===== src/rtl/csr_regfile.sv =====
// RV32 machine-mode CSR file: trap/status registers and the 64-bit counters.
// Reads are combinational from pre-edge state; all updates happen on the clock edge.
`timescale 1ns/1ps
package common_types_pkg;
    localparam int WORD_W = 32;
    typedef logic [WORD_W-1:0] word_t;
endpackage

module csr_regfile
    import common_types_pkg::*;
#(
    parameter int unsigned HART_ID     = 0,
    parameter word_t       MTVEC_RESET = 32'h0000_0000
) (
    input  logic  CLK,
    input  logic  nRST,
    csr_if.csr    cif,
    input  logic  inst_retire,
    input  logic  trap,
    input  word_t trap_cause,
    input  word_t trap_epc,
    input  word_t trap_tval,
    input  logic  mret,
    input  logic  ext_irq,
    input  logic  timer_irq,
    input  logic  sw_irq,
    output word_t mtvec_o,
    output word_t mepc_o,
    output logic  irq_pending
);

    localparam logic [11:0] A_MSTATUS   = 12'h300;
    localparam logic [11:0] A_MISA      = 12'h301;
    localparam logic [11:0] A_MIE       = 12'h304;
    localparam logic [11:0] A_MTVEC     = 12'h305;
    localparam logic [11:0] A_MSCRATCH  = 12'h340;
    localparam logic [11:0] A_MEPC      = 12'h341;
    localparam logic [11:0] A_MCAUSE    = 12'h342;
    localparam logic [11:0] A_MTVAL     = 12'h343;
    localparam logic [11:0] A_MIP       = 12'h344;
    localparam logic [11:0] A_MCYCLE    = 12'hB00;
    localparam logic [11:0] A_MINSTRET  = 12'hB02;
    localparam logic [11:0] A_MCYCLEH   = 12'hB80;
    localparam logic [11:0] A_MINSTRETH = 12'hB82;
    localparam logic [11:0] A_CYCLE     = 12'hC00;
    localparam logic [11:0] A_INSTRET   = 12'hC02;
    localparam logic [11:0] A_CYCLEH    = 12'hC80;
    localparam logic [11:0] A_INSTRETH  = 12'hC82;
    localparam logic [11:0] A_MHARTID   = 12'hF14;

    localparam word_t MISA_VAL = 32'h4000_0100;
    localparam word_t MIE_MASK = 32'h0000_0888;
    localparam word_t ALIGN4   = 32'hFFFF_FFFC;

    logic        st_mie;
    logic        st_mpie;
    word_t       mie_q;
    word_t       mtvec_q;
    word_t       mscratch_q;
    word_t       mepc_q;
    word_t       mcause_q;
    word_t       mtval_q;
    logic [63:0] cycle_q;
    logic [63:0] instret_q;

    word_t       mip;
    word_t       mstatus_r;
    word_t       rdata;
    word_t       wd;
    logic [11:0] wa;
    logic        wr_en;
    logic        we_mstatus;
    logic        we_mie;
    logic        we_mtvec;
    logic        we_mscratch;
    logic        we_mepc;
    logic        we_mcause;
    logic        we_mtval;
    logic        we_cyc_lo;
    logic        we_cyc_hi;
    logic        we_ins_lo;
    logic        we_ins_hi;
    logic [63:0] cycle_d;
    logic [63:0] instret_d;

    assign mip = {20'b0, ext_irq, 3'b0, timer_irq, 3'b0, sw_irq, 3'b0};
    assign mstatus_r = {19'b0, 2'b11, 3'b0, st_mpie, 3'b0, st_mie, 3'b0};

    assign irq_pending = st_mie & (|(mie_q & mip));
    assign mtvec_o     = mtvec_q;
    assign mepc_o      = mepc_q;

    // A trap swallows the whole write; mret only blocks writes to mstatus.
    assign wd          = cif.csr_wdata;
    assign wa          = cif.csr_waddr;
    assign wr_en       = cif.csr_write & ~trap;
    assign we_mstatus  = wr_en & ~mret & (wa == A_MSTATUS);
    assign we_mie      = wr_en & (wa == A_MIE);
    assign we_mtvec    = wr_en & (wa == A_MTVEC);
    assign we_mscratch = wr_en & (wa == A_MSCRATCH);
    assign we_mepc     = wr_en & (wa == A_MEPC);
    assign we_mcause   = wr_en & (wa == A_MCAUSE);
    assign we_mtval    = wr_en & (wa == A_MTVAL);
    assign we_cyc_lo   = wr_en & (wa == A_MCYCLE);
    assign we_cyc_hi   = wr_en & (wa == A_MCYCLEH);
    assign we_ins_lo   = wr_en & (wa == A_MINSTRET);
    assign we_ins_hi   = wr_en & (wa == A_MINSTRETH);

    // The unwritten half keeps the increment (and carry) of the pre-write count.
    always_comb begin
        cycle_d   = cycle_q + 64'd1;
        instret_d = instret_q + {63'b0, inst_retire};
        if (we_cyc_lo) cycle_d[31:0]    = wd;
        if (we_cyc_hi) cycle_d[63:32]   = wd;
        if (we_ins_lo) instret_d[31:0]  = wd;
        if (we_ins_hi) instret_d[63:32] = wd;
    end

    always_comb begin
        rdata = '0;
        unique case (cif.csr_raddr)
            A_MSTATUS:                rdata = mstatus_r;
            A_MISA:                   rdata = MISA_VAL;
            A_MIE:                    rdata = mie_q;
            A_MTVEC:                  rdata = mtvec_q;
            A_MSCRATCH:               rdata = mscratch_q;
            A_MEPC:                   rdata = mepc_q;
            A_MCAUSE:                 rdata = mcause_q;
            A_MTVAL:                  rdata = mtval_q;
            A_MIP:                    rdata = mip;
            A_MCYCLE,    A_CYCLE:     rdata = cycle_q[31:0];
            A_MCYCLEH,   A_CYCLEH:    rdata = cycle_q[63:32];
            A_MINSTRET,  A_INSTRET:   rdata = instret_q[31:0];
            A_MINSTRETH, A_INSTRETH:  rdata = instret_q[63:32];
            A_MHARTID:                rdata = word_t'(HART_ID);
            default:                  rdata = '0;
        endcase
    end

    assign cif.csr_rdata = rdata;

    always_ff @(posedge CLK) begin
        if (!nRST) begin
            st_mie     <= 1'b0;
            st_mpie    <= 1'b0;
            mie_q      <= '0;
            mtvec_q    <= MTVEC_RESET;
            mscratch_q <= '0;
            mepc_q     <= '0;
            mcause_q   <= '0;
            mtval_q    <= '0;
            cycle_q    <= '0;
            instret_q  <= '0;
        end else begin
            cycle_q   <= cycle_d;
            instret_q <= instret_d;
            if (trap) begin
                mepc_q   <= trap_epc & ALIGN4;
                mcause_q <= trap_cause;
                mtval_q  <= trap_tval;
                st_mpie  <= st_mie;
                st_mie   <= 1'b0;
            end else begin
                if (mret) begin
                    st_mie  <= st_mpie;
                    st_mpie <= 1'b1;
                end
                unique case (1'b1)
                    we_mstatus: begin
                        st_mie  <= wd[3];
                        st_mpie <= wd[7];
                    end
                    we_mie:      mie_q      <= wd & MIE_MASK;
                    we_mtvec:    mtvec_q    <= {wd[31:2], 1'b0, wd[1:0] == 2'b01};
                    we_mscratch: mscratch_q <= wd;
                    we_mepc:     mepc_q     <= wd & ALIGN4;
                    we_mcause:   mcause_q   <= wd;
                    we_mtval:    mtval_q    <= wd;
                    default: ;
                endcase
            end
        end
    end

endmodule


===== src/rtl/csr_regfile_if.sv =====
// CSR request/response bundle between the execute stage and the CSR file.
// The execute stage drives requests; csr_regfile answers through the csr modport.
`timescale 1ns/1ps
interface csr_if;
    logic        csr_write;
    logic [11:0] csr_waddr;
    logic [31:0] csr_wdata;
    logic [11:0] csr_raddr;
    logic [31:0] csr_rdata;

    modport csr (
        input  csr_write,
        input  csr_waddr,
        input  csr_wdata,
        input  csr_raddr,
        output csr_rdata
    );

    modport ex (
        output csr_write,
        output csr_waddr,
        output csr_wdata,
        output csr_raddr,
        input  csr_rdata
    );
endinterface


===== src/flat_wrapper.sv =====
// flat-port wrapper written by rule: the top's interface ports become plain ports
module csr_regfile_flat import common_types_pkg::*;
#(
    parameter int unsigned HART_ID     = 0,
    parameter word_t       MTVEC_RESET = 32'h0000_0000
)
  (CLK, nRST, inst_retire, trap, trap_cause, trap_epc, trap_tval, mret, ext_irq, timer_irq, sw_irq, mtvec_o, mepc_o, irq_pending, cif_csr_write, cif_csr_waddr, cif_csr_wdata, cif_csr_raddr, cif_csr_rdata);
  csr_if cif_i ();
  input  logic CLK;
  input  logic nRST;
  input  logic inst_retire;
  input  logic trap;
  input  word_t trap_cause;
  input  word_t trap_epc;
  input  word_t trap_tval;
  input  logic mret;
  input  logic ext_irq;
  input  logic timer_irq;
  input  logic sw_irq;
  output word_t mtvec_o;
  output word_t mepc_o;
  output logic irq_pending;
  input wire logic [$bits(cif_i.csr_write)-1:0] cif_csr_write;
  input wire logic [$bits(cif_i.csr_waddr)-1:0] cif_csr_waddr;
  input wire logic [$bits(cif_i.csr_wdata)-1:0] cif_csr_wdata;
  input wire logic [$bits(cif_i.csr_raddr)-1:0] cif_csr_raddr;
  output wire logic [$bits(cif_i.csr_rdata)-1:0] cif_csr_rdata;
  assign cif_i.csr_write = cif_csr_write;
  assign cif_i.csr_waddr = cif_csr_waddr;
  assign cif_i.csr_wdata = cif_csr_wdata;
  assign cif_i.csr_raddr = cif_csr_raddr;
  assign cif_csr_rdata = cif_i.csr_rdata;
  csr_regfile #(.HART_ID(HART_ID), .MTVEC_RESET(MTVEC_RESET)) u_core (.CLK(CLK), .nRST(nRST), .cif(cif_i), .inst_retire(inst_retire), .trap(trap), .trap_cause(trap_cause), .trap_epc(trap_epc), .trap_tval(trap_tval), .mret(mret), .ext_irq(ext_irq), .timer_irq(timer_irq), .sw_irq(sw_irq), .mtvec_o(mtvec_o), .mepc_o(mepc_o), .irq_pending(irq_pending));
endmodule

===== config.mk =====
export PLATFORM = sky130hd
export DESIGN_NAME = csr_regfile_flat
export DESIGN_NICKNAME = d
export VERILOG_FILES = /design/src/rtl/csr_regfile.sv /design/src/rtl/csr_regfile_if.sv /design/src/flat_wrapper.sv
export SDC_FILE = /design/constraint.sdc
export NUM_CORES = 1
export LEC_CHECK = 0
export ABC_CLOCK_PERIOD_IN_PS = 3200
export CAP_MARGIN = 0
export CORE_UTILIZATION = 45
export CTS_CLUSTER_SIZE = 16
export DETAILED_ROUTE_END_ITERATION = 6
export PLACE_DENSITY = 0.71
export RECOVER_POWER = 50
export SYNTH_ARGS = -nofsm -noshare
export SYNTH_HDL_FRONTEND = slang
export SYNTH_SLANG_ARGS = --single-unit

===== constraint.sdc =====
create_clock -name CLK -period 3.2 [get_ports CLK]
set_input_delay 0.48 -clock CLK [delete_from_list [all_inputs] [get_ports CLK]]
set_output_delay 0.48 -clock CLK [all_outputs]
set_load 0.05 [all_outputs]

==> results_dict.tcl <==
set metrics [dict create \
    hold_path_class "in2reg" \
    synth_ff_type "dfxtp_1" \
    setup_ws_ns 0.1220 \
    wl_um 64400 \
    die_w_um 187.9 \
    critPathKind "in2out" \
    syn2layout_area_growth_pct 32.22 \
    p_comb_frac 0.098 \
    synthArstFlopShare 0 \
    worstPathMaxFanout 8 \
    rows 67 \
    overflow 0 \
    yosysWarnings 0 \
    met2_length_um 28630 \
    ys_seq_area_frac 0.3732 \
    peakVddDrop_v 0.0003458 \
    relSlewSlack 0.2107 \
    start_kind "primary input" \
    outcome "complete, but fails checks" \
    numCtsBuffers 35 \
    p_int_uw 6632 \
    crit_arrival_ns 2.60 \
    cts_hold_buf 0 \
    drt_iter0_drc 2082 \
    cp.required_ns 2.72 \
    drc 2 \
    portBuffers 252 \
    hold_viol_final 0 \
    final-setup-viol-count 0 \
    start_util 0.4604 \
    cap_violations 0 \
    ant_nets 0 \
    vias_per_cell 6.249 \
    synth_seq_cells 290 \
    avgRoutedWirePerCell_um 24.45 \
    placedCellCount 2570 \
    fin_cells 2634 \
    grt_max_degree 92 \
    pre_cts_ws_ns -0.1166 \
    p_sw_uw 2242 \
    num_io_pins 258 \
    wl_met3_um 7318 \
    syn_area_um2 15550 \
    max_freq_ghz 0.3249 \
    synth_edf_count 0 \
    wl_met1_um 26130 \
    clockBufferDepth 3 \
    fillCellCount 2920 \
    die-area_um2 35310 \
    multiInputGateArea_um2 9070 \
    highest_layer "met4" \
    final.setup_skew_ns 0.01821 \
    nNetsFinal 2324 \
    syn_area_per_cell_um2 8.097 \
    path_clk_slew_ns 0.06 \
    grt_pass1_vias 15430 \
    swShare 0.2527 \
    rsz0062_at_grt "no" \
    grt_pass1_wl_um 95030 \
    leakagePower_uw 0.007907 \
    cts.sinks 290 \
    die_y_um 187.9 \
    cts_tree "built" \
    cts-root-buf "clkbuf_16" \
    gp_congestion 0.9633 \
    finalMaxSlewViolations 0 \
    pwr-share-clk 0.475 \
    grt_usage 0.3537 \
    synth_cell_types 63 \
    tightest_slew_ns 1.181 \
    antenna_found_initial 2 \
    drt_first_pass_iters 7 \
    drive_gt1_frac 0.1281 \
    core-area_um2 33780 \
    vias 16460 \
    post-dp-hpwl_um 46970 \
    violations "DRC" \
    period_share 0.9619 \
    htree_levels 2 \
    seq_area_um2 5806 \
    worstSetupEndpointType "output pin" \
    pwr-share-seq 0.427 \
    period_needed_ns 3.078 \
    syn_inst 1921 \
    insertion_delay_ns 0.53 \
    p_per_area_nw_per_um2 431.5 \
]
## state kept, by name (all words and copies together), names as in the netlist
name               flops
u_core.cycle_q        64
u_core.st_mpie         1
u_core.instret_q      64
u_core.st_mie          1
u_core.mie_q           3
u_core.mepc_o         30
u_core.mtvec_o        31
u_core.mtval_q        32
u_core.mcause_q       32
u_core.mscratch_q     32
## power by group through the flow
stage               clock [uW]  combinational [uW]  sequential [uW]
finish                    4220                 870             3790
global route              4380                 911             3790
CTS                       4220                 856             3780
detailed placement           0                 848             3860
global placement             0                 835             3860
floorplan                    0                 326             3910
## cell type report
class	instances	area share
Timing Repair Buffer	371	0.1875
Multi-Input combinational cell	1446	0.4410
Clock buffer	50	0.05025
Antenna cell	1	0.0001217
Tap cell	448	0.02725
Inverter	16	0.003103
Sequential cell	290	0.2823
Clock inverter	12	0.008517
## Yosys cell counts (5+ instances only)
master / n / area share
a21oi_1: 191 / 0.061
nand2b_1: 5 / 0.0020
buf_4: 8 / 0.0039
a222oi_1: 26 / 0.017
clkbuf_1: 122 / 0.029
nand3_1: 93 / 0.030
a211oi_1: 38 / 0.018
buf_2: 34 / 0.011
nand4_1: 43 / 0.017
inv_1: 14 / 0.0034
nor3_1: 31 / 0.010
mux2i_1: 102 / 0.066
nor2_1: 142 / 0.034
xnor2_1: 62 / 0.035
xor2_1: 60 / 0.034
nor4_1: 8 / 0.0032
a31oi_1: 33 / 0.013
dfxtp_1: 290 / 0.37
o21ai_0: 186 / 0.060
a22oi_1: 58 / 0.028
nor4_2: 12 / 0.0097
a221oi_1: 23 / 0.013
nand2_1: 197 / 0.048
o22ai_1: 10 / 0.0040
and3_1: 20 / 0.0080
and4_1: 20 / 0.011
mux2_2: 20 / 0.014
a22o_1: 6 / 0.0034
## worst paths after layout
path	start	to	cells past startpoint	slack, ns
max reg2reg	u_core.cycle_q[0]$_SDFF_PN0_	u_core.cycle_q[46]$_SDFF_PN0_	8	0.62
max	cif_csr_raddr[8]	cif_csr_rdata[9]	9	0.12
min	nRST	u_core.cycle_q[22]$_SDFF_PN0_	3	0.30
min reg2reg	u_core.mscratch_q[25]$_SDFFE_PN0P_	u_core.mscratch_q[25]$_SDFFE_PN0P_	2	0.46
## layer usage
layer | vias to the layer above | track usage
met4 | 0 | 0.1329
met5 | - | 0
li1 | 7494 | -
met1 | 7831 | 0.4827
met2 | 990 | 0.5463
met3 | 145 | 0.07449
## worst max-delay path, stage by stage
cell             delay (ns)
clkdlybuf4s50_1        0.44
and3b_1                0.21
o21a_2                 0.26
nand2_4                0.10
nor2_2                 0.06
buf_4                  0.20
a222oi_1               0.39
nand3_1                0.24
buf_12                 0.21
## cells by family (layout without fill, tap and decap cells)
group,Yosys count,in the layout,synth area share
and+or+nand+nor,620,620,0.2024
AOI/OAI and AO/OA,576,576,0.2208
DFF,290,290,0.3732
buffers and inverters,187,449,0.05212
xor gates and xnor gates,122,122,0.06869
muxes,122,122,0.08012
adders and majority gates,3,3,0.002413
other,1,4,0.0002411
## per-stage QoR
stage	TNS (ns)	util	power, uW	cell area (um^2)	hold WS [ns]
6_report	0	0.6088	8874	20570	0.3016
5_1_grt	0	0.6088	9085	20570	0.3136
4_1_cts	-0.002639	0.6070	8859	20510	0.2950
3_5_place_dp	-0.5521	0.5699	4707	19250	0.4477
3_3_place_gp	-0.3982	0.5699	4692	19250	0.4410
2_1_floorplan	0	-	4237	15560	0.4338
## placed cells by master (no fill, tap or decap), types with 6 or more instances in the layout
master / netlist / layout
buf_12: 0 / 41
clkbuf_8: 0 / 8
dlygate4sd3_1: 0 / 57
nor3_1: 31 / 28
inv_1: 14 / 14
buf_4: 8 / 99
a22oi_1: 58 / 58
xor2_1: 60 / 60
nand3_1: 93 / 89
dfxtp_1: 290 / 290
nor4_2: 12 / 11
dlymetal6s2s_1: 0 / 6
clkbuf_1: 122 / 7
nor2_1: 142 / 138
clkinv_2: 0 / 7
clkdlybuf4s50_1: 0 / 155
a221oi_1: 23 / 19
nand2_1: 197 / 195
a211oi_1: 38 / 38
a222oi_1: 26 / 26
a22o_1: 6 / 6
nand4_1: 43 / 43
o21ai_0: 186 / 186
clkbuf_16: 1 / 36
a31oi_1: 33 / 33
and4_1: 20 / 20
xnor2_1: 62 / 62
a21oi_1: 191 / 191
nor4_1: 8 / 8
and3_1: 20 / 20
mux2_2: 20 / 20
o22ai_1: 10 / 9
mux2i_1: 102 / 102
## what timing repair did
action	CTS	global route
resized for setup	10	20
setup endpoints to repair	15	28
pin swaps	3	7
endpoints found under the hold margin	0	0
setup buffers	0	1
(Power assumes the default switching activity.)
